**config.mk**
```make
export PLATFORM = sky130hd
export DESIGN_NAME = fifo_uart_tx_flat
export DESIGN_NICKNAME = d
export VERILOG_FILES = /design/src/rtl/fifo_uart_tx_if.sv /design/src/rtl/fifo_uart_tx.sv /design/src/flat_wrapper.sv
export SDC_FILE = /design/constraint.sdc
export NUM_CORES = 1
export LEC_CHECK = 0
export ABC_AREA = 1
export CAP_MARGIN = 20
export CORE_MARGIN = 8
export CORE_UTILIZATION = 54
export DETAILED_ROUTE_END_ITERATION = 7
export PLACE_DENSITY = 0.87
export SYNTH_ARGS = -nofsm -noshare
export SYNTH_HDL_FRONTEND = slang
export SYNTH_SLANG_ARGS = --single-unit
```
**constraint.sdc**
```tcl
create_clock -name clk -period 2 [get_ports clk]
set_input_delay 0.4 -clock clk [delete_from_list [all_inputs] [get_ports clk]]
set_output_delay 0.4 -clock clk [all_outputs]
set_load 0.02 [all_outputs]
```
**src/rtl/fifo_uart_tx_if.sv**
```systemverilog
// FIFO read port between the output FIFO and its UART drain.
// master = drain side (issues pops), slave = FIFO side (supplies data/empty).
interface fifo_uart_tx_if;
  logic [31:0] fifo_data;
  logic        fifo_empty;
  logic        fifo_rd_en;

  modport master (
    output fifo_rd_en,
    input  fifo_data,
    input  fifo_empty
  );

  modport slave (
    input  fifo_rd_en,
    output fifo_data,
    output fifo_empty
  );
endinterface

```
**src/rtl/fifo_uart_tx.sv**
```systemverilog
// Pops 32-bit words from a registered-read FIFO and sends WORD_BYTES
// 8N1 UART frames per word, least-significant byte first.
module fifo_uart_tx #(
  parameter int unsigned CLK_DIV    = 434,
  parameter int unsigned WORD_BYTES = 4
) (
  input  logic                  clk,
  input  logic                  reset,
  input  logic                  enable,
  fifo_uart_tx_if.master        fifo,
  output logic                  tx,
  output logic                  busy,
  output logic                  word_done
);

  typedef enum logic [2:0] {
    IDLE,
    WAIT,
    START,
    DATA,
    STOP
  } state_t;

  localparam logic [15:0] BAUD_LAST = 16'(CLK_DIV - 1);
  localparam logic [1:0]  BYTE_LAST = 2'(WORD_BYTES - 1);

  state_t      state;
  state_t      state_nx;
  logic [15:0] baud_cnt;
  logic [2:0]  bit_cnt;
  logic [1:0]  byte_cnt;
  logic [31:0] shreg;
  logic        bit_end;
  logic        last_byte;
  logic        pop;

  always_comb begin
    bit_end   = (baud_cnt == BAUD_LAST);
    last_byte = (byte_cnt == BYTE_LAST);
    pop       = reset && (state == IDLE) && enable && !fifo.fifo_empty;
    state_nx  = state;
    tx        = 1'b1;
    unique case (state)
      IDLE:  if (pop) state_nx = WAIT;
      WAIT:  state_nx = START;
      START: begin
        tx = 1'b0;
        if (bit_end) state_nx = DATA;
      end
      DATA: begin
        tx = shreg[0];
        if (bit_end && (bit_cnt == 3'd7)) state_nx = STOP;
      end
      STOP:  if (bit_end) state_nx = last_byte ? IDLE : START;
      default: state_nx = IDLE;
    endcase
  end

  assign fifo.fifo_rd_en = pop;
  assign busy            = (state != IDLE);
  assign word_done       = (state == STOP) && bit_end && last_byte;

  always_ff @(posedge clk or negedge reset) begin
    if (!reset) state <= IDLE;
    else        state <= state_nx;
  end

  // Shifting by one per data bit leaves the next byte in [7:0] after each frame.
  always_ff @(posedge clk or negedge reset) begin
    if (!reset) begin
      baud_cnt <= '0;
      bit_cnt  <= '0;
      byte_cnt <= '0;
      shreg    <= '0;
    end else begin
      unique case (state)
        IDLE: baud_cnt <= '0;
        WAIT: begin
          shreg    <= fifo.fifo_data;
          byte_cnt <= '0;
          bit_cnt  <= '0;
          baud_cnt <= '0;
        end
        START: begin
          if (bit_end) begin
            baud_cnt <= '0;
            bit_cnt  <= '0;
          end else begin
            baud_cnt <= baud_cnt + 16'd1;
          end
        end
        DATA: begin
          if (bit_end) begin
            baud_cnt <= '0;
            shreg    <= shreg >> 1;
            bit_cnt  <= bit_cnt + 3'd1;
          end else begin
            baud_cnt <= baud_cnt + 16'd1;
          end
        end
        STOP: begin
          if (bit_end) begin
            baud_cnt <= '0;
            if (!last_byte) byte_cnt <= byte_cnt + 2'd1;
          end else begin
            baud_cnt <= baud_cnt + 16'd1;
          end
        end
        default: baud_cnt <= '0;
      endcase
    end
  end

endmodule

```
**src/flat_wrapper.sv**
```systemverilog
// flat-port wrapper written by rule: the top's interface ports become plain ports
module fifo_uart_tx_flat 
#(
  parameter int unsigned CLK_DIV    = 434,
  parameter int unsigned WORD_BYTES = 4
)
  (clk, reset, enable, tx, busy, word_done, fifo_fifo_rd_en, fifo_fifo_data, fifo_fifo_empty);
  fifo_uart_tx_if fifo_i ();
  input  logic clk;
  input  logic reset;
  input  logic enable;
  output logic tx;
  output logic busy;
  output logic word_done;
  output wire logic [$bits(fifo_i.fifo_rd_en)-1:0] fifo_fifo_rd_en;
  input wire logic [$bits(fifo_i.fifo_data)-1:0] fifo_fifo_data;
  input wire logic [$bits(fifo_i.fifo_empty)-1:0] fifo_fifo_empty;
  assign fifo_fifo_rd_en = fifo_i.fifo_rd_en;
  assign fifo_i.fifo_data = fifo_fifo_data;
  assign fifo_i.fifo_empty = fifo_fifo_empty;
  fifo_uart_tx #(.CLK_DIV(CLK_DIV), .WORD_BYTES(WORD_BYTES)) u_core (.clk(clk), .reset(reset), .enable(enable), .fifo(fifo_i), .tx(tx), .busy(busy), .word_done(word_done));
endmodule
```
==> qor.csv <==
stage;metric;value;unit
setup_path;cp_cell_sequence;inv_2 -> ha_2 -> nand3_1 -> nor2_2 -> nand2_2 -> nor4_2 -> buf_2;
setup_path;cp-start-kind;flip-flop;
setup_path;path_depth;7;
power_and_ir_drop;power_leakage;1.855;nW
clock_network;cts_setup_buffers;0;
timing;min_period;1.943;ns
clock_network;cts_max_level;2;
placed_design;dp_hpwl;4.740;mm
timing;finalHoldViolations;0;
power_and_ir_drop;peakVddDrop;0.0008020;V
cells_and_area;final_core_util;68.03;%
die;die_w;90.25;um
grt;grt_max_degree;57;
status;run_status;finished clean;
synthesis;yosys_warnings;0;
clock_network;cts_tree;built;
synthesis;synthDistinctLibCells;29;
detailed_routing;wl_per_cell;13.36;um
setup_path;endpoint_kind;output pin;
setup_path;cpMaxStageDelayCell;dfrtp_1;
synthesis;ys.flop_type;dfrtp_1;
cells_and_area;nets;434;
synthesis;syn-num-nets;372;
die;ioPinCount;40;
timing;clock_skew;0.01130;ns
clock_network;clkTransAtPathRegs;0.10;ns
setup_path;crit_type;reg -> out;
cells_and_area;stdcell_count;466;
detailed_routing;vias;2453;
placed_design;gp_congestion;0.8474;
die;fp.dieH;90.25;um
grt;grt_overflow;0;
die;coreArea;5405;um2
detailed_routing;ant_nets;0;
setup_path;cp_num_buf_inv;2;
synthesis;syn_area;2977;um2
cells_and_area;finalInstanceArea;3677;um2
setup_path;reg2reg_depth;11;
cells_and_area;final_common_cell;nand2_1;
synthesis;ys_seq_area_share;47.08;%
synthesis;synthCells;331;
grt;grt_pass1_wl;11.27;mm
cells_and_area;multi_input_area;1415;um2
setup_path;critPathRequiredTime;1.60;ns
placed_design;pre_cts_slack;-0.1261;ns
placed_design;dp_cells;458;
grt;gr-usage-all-layers;16.17;%
setup_path;critPathMaxStageDelay;0.40;ns
timing;setup-violations-final;0;
min_path;min_path_type;in -> async;
clock_network;cts_buffers;5;
setup_path;critPathMaxFanout;2;
detailed_routing;dr.pass1.iters;5;
timing;rsz0062_at_grt;yes;
timing;hold_slack;0.2328;ns
detailed_routing;via_per_inst;5.264;
placed_design;place_area;3570;um2
die;initial_core_util;55.07;%
clock_network;ctsLongestPathBuffers;2;
synthesis;synth_enable_flop_cells;0;
timing;tightest_slew;0.6914;ns
die;dieArea;8144;um2
cells_and_area;regArea;1401;um2
cells_and_area;antenna_cells;0;
cells_and_area;drive_gt1_share;17.77;%
power_and_ir_drop;power_density;1173;nW/um2
grt;grt_pass1_vias;2667;
detailed_routing;drt_iter0_drc;113;
power_and_ir_drop;finalPower;4.315;mW
synthesis;postSynthAreaPerCell;8.993;um2
synthesis;ys_ff_latch;56;
cells_and_area;layout_common_cells;nand2_1 (81), dfrtp_1 (56), clkdlybuf4s50_1 (34), nor2_1 (31), mux2i_1 (31);
clock_network;clockRootBuffer;clkbuf_8;
timing;fmax;514.6;MHz
clock_network;clk_latency;0.31;ns
timing;finalSetupTns;0;ns
grt;antenna_found_initial;0;
setup_path;crit_family;flip-flops;
placed_design;portBuffers;39;
clock_network;cts_sinks;56;
timing;slew_violations;0;
cells_and_area;area_growth;23.54;%
detailed_routing;remaining_drc_errors;0;
job;drv_cap;0;
timing;min_period_over_period;97.16;%
timing;timing.slew.headroom;53.91;%
synthesis;synthArstFlopShare;100.0;%
die;rows;27;
timing;timing.final.ws_setup;0.05674;ns
cells_and_area;n_fill_cell;430;
setup_path;worstPathArrival;1.54;ns
clock_network;hold_buffers;0;
detailed_routing;totalWireLength;6.225;mm
## logic make-up after synthesis
group / count (synthesis) / share of synthesized area (%)
AND/OR/NAND/NOR: 157 / 23.25
adder cells (fa/ha/maj): 5 / 2.102
XOR/XNOR: 9 / 2.648
AO/OA/AOI/OAI: 42 / 8.827
multiplexers: 31 / 10.42
buffers and inverters: 31 / 5.674
flip-flops: 56 / 47.08
## layout make-up
class                           count  share of cell area [%]
Inverter                           21                   2.144
Clock inverter                      3                   1.259
Timing Repair Buffer               65                   15.69
Sequential cell                    56                   38.11
Multi-Input combinational cell    244                   38.48
Clock buffer                        5                   1.871
Tap cell                           72                   2.450
## repair_timing
item / 4_1_cts / 5_1_grt
hold endpoints to repair: 0 / 0
pin swaps: 0 / 1
gates resized for setup: 9 / 6
endpoints found under the setup margin: 4 / 3
## Yosys cell counts, types with 2 or more instances
| library cell | instances | area share (%) |
|---|---|---|
| nand3_1 | 20 | 3.4 |
| o21ai_1 | 20 | 3.4 |
| nor3_1 | 6 | 1.0 |
| nor2_1 | 31 | 3.9 |
| nand2_1 | 81 | 10 |
| nand4_1 | 3 | 0.63 |
| nand2_4 | 2 | 0.76 |
| o21ai_2 | 13 | 3.8 |
| nand2_2 | 5 | 1.1 |
| buf_2 | 3 | 0.50 |
| dfrtp_1 | 56 | 47 |
| nor2_4 | 2 | 0.76 |
| a21oi_1 | 3 | 0.50 |
| xor2_1 | 7 | 2.1 |
| ha_1 | 5 | 2.1 |
| nor2_2 | 3 | 0.63 |
| inv_1 | 18 | 2.3 |
| inv_2 | 2 | 0.25 |
| o21ai_0 | 5 | 0.84 |
| buf_6 | 6 | 2.3 |
| xnor2_1 | 2 | 0.59 |
| mux2i_1 | 31 | 10 |
## where the power goes
part	switching, mW	internal (mW)	total (mW)
Combinational	1.08	0.739	1.82
Sequential	0.218	1.52	1.74
Clock	0.382	0.378	0.760
## sequential cells by signal (all words and copies together) (netlist names)
name	flops
u_core.baud_cnt	16
u_core.bit_cnt	3
u_core.byte_cnt	2
u_core.shreg	32
u_core.state	3
## final timing paths
kind                                         start                 end  slack (ns)
worst max-delay path            u_core.baud_cnt[1]           word_done        0.06
worst min-delay path                         reset  u_core.baud_cnt[5]        0.23
worst max register to register  u_core.baud_cnt[1]    u_core.shreg[16]        0.19
worst min register to register    u_core.shreg[31]    u_core.shreg[31]        0.49
max in group asynchronous                    reset  u_core.baud_cnt[9]        1.30
min in group clk                  u_core.shreg[31]    u_core.shreg[31]        0.49
## metal layers
layer  wire length [um]  global-route usage [%]
met1               2712                   18.85
met2               3139                   28.10
met3                259                   3.990
met4                114                   5.825
met5                  0                       0
## worst reg2reg max path, stage by stage, from the launching register on
cell and delay [ns]:
dfrtp_1 0.40, inv_2 0.06, ha_2 0.18, nand3_1 0.09
nor2_2 0.10, nand2_2 0.07, buf_4 0.16, nand2_4 0.07
nand2_4 0.15, buf_12 0.25, nand2_1 0.09, o21ai_1 0.08
(Power assumes the default switching activity.)
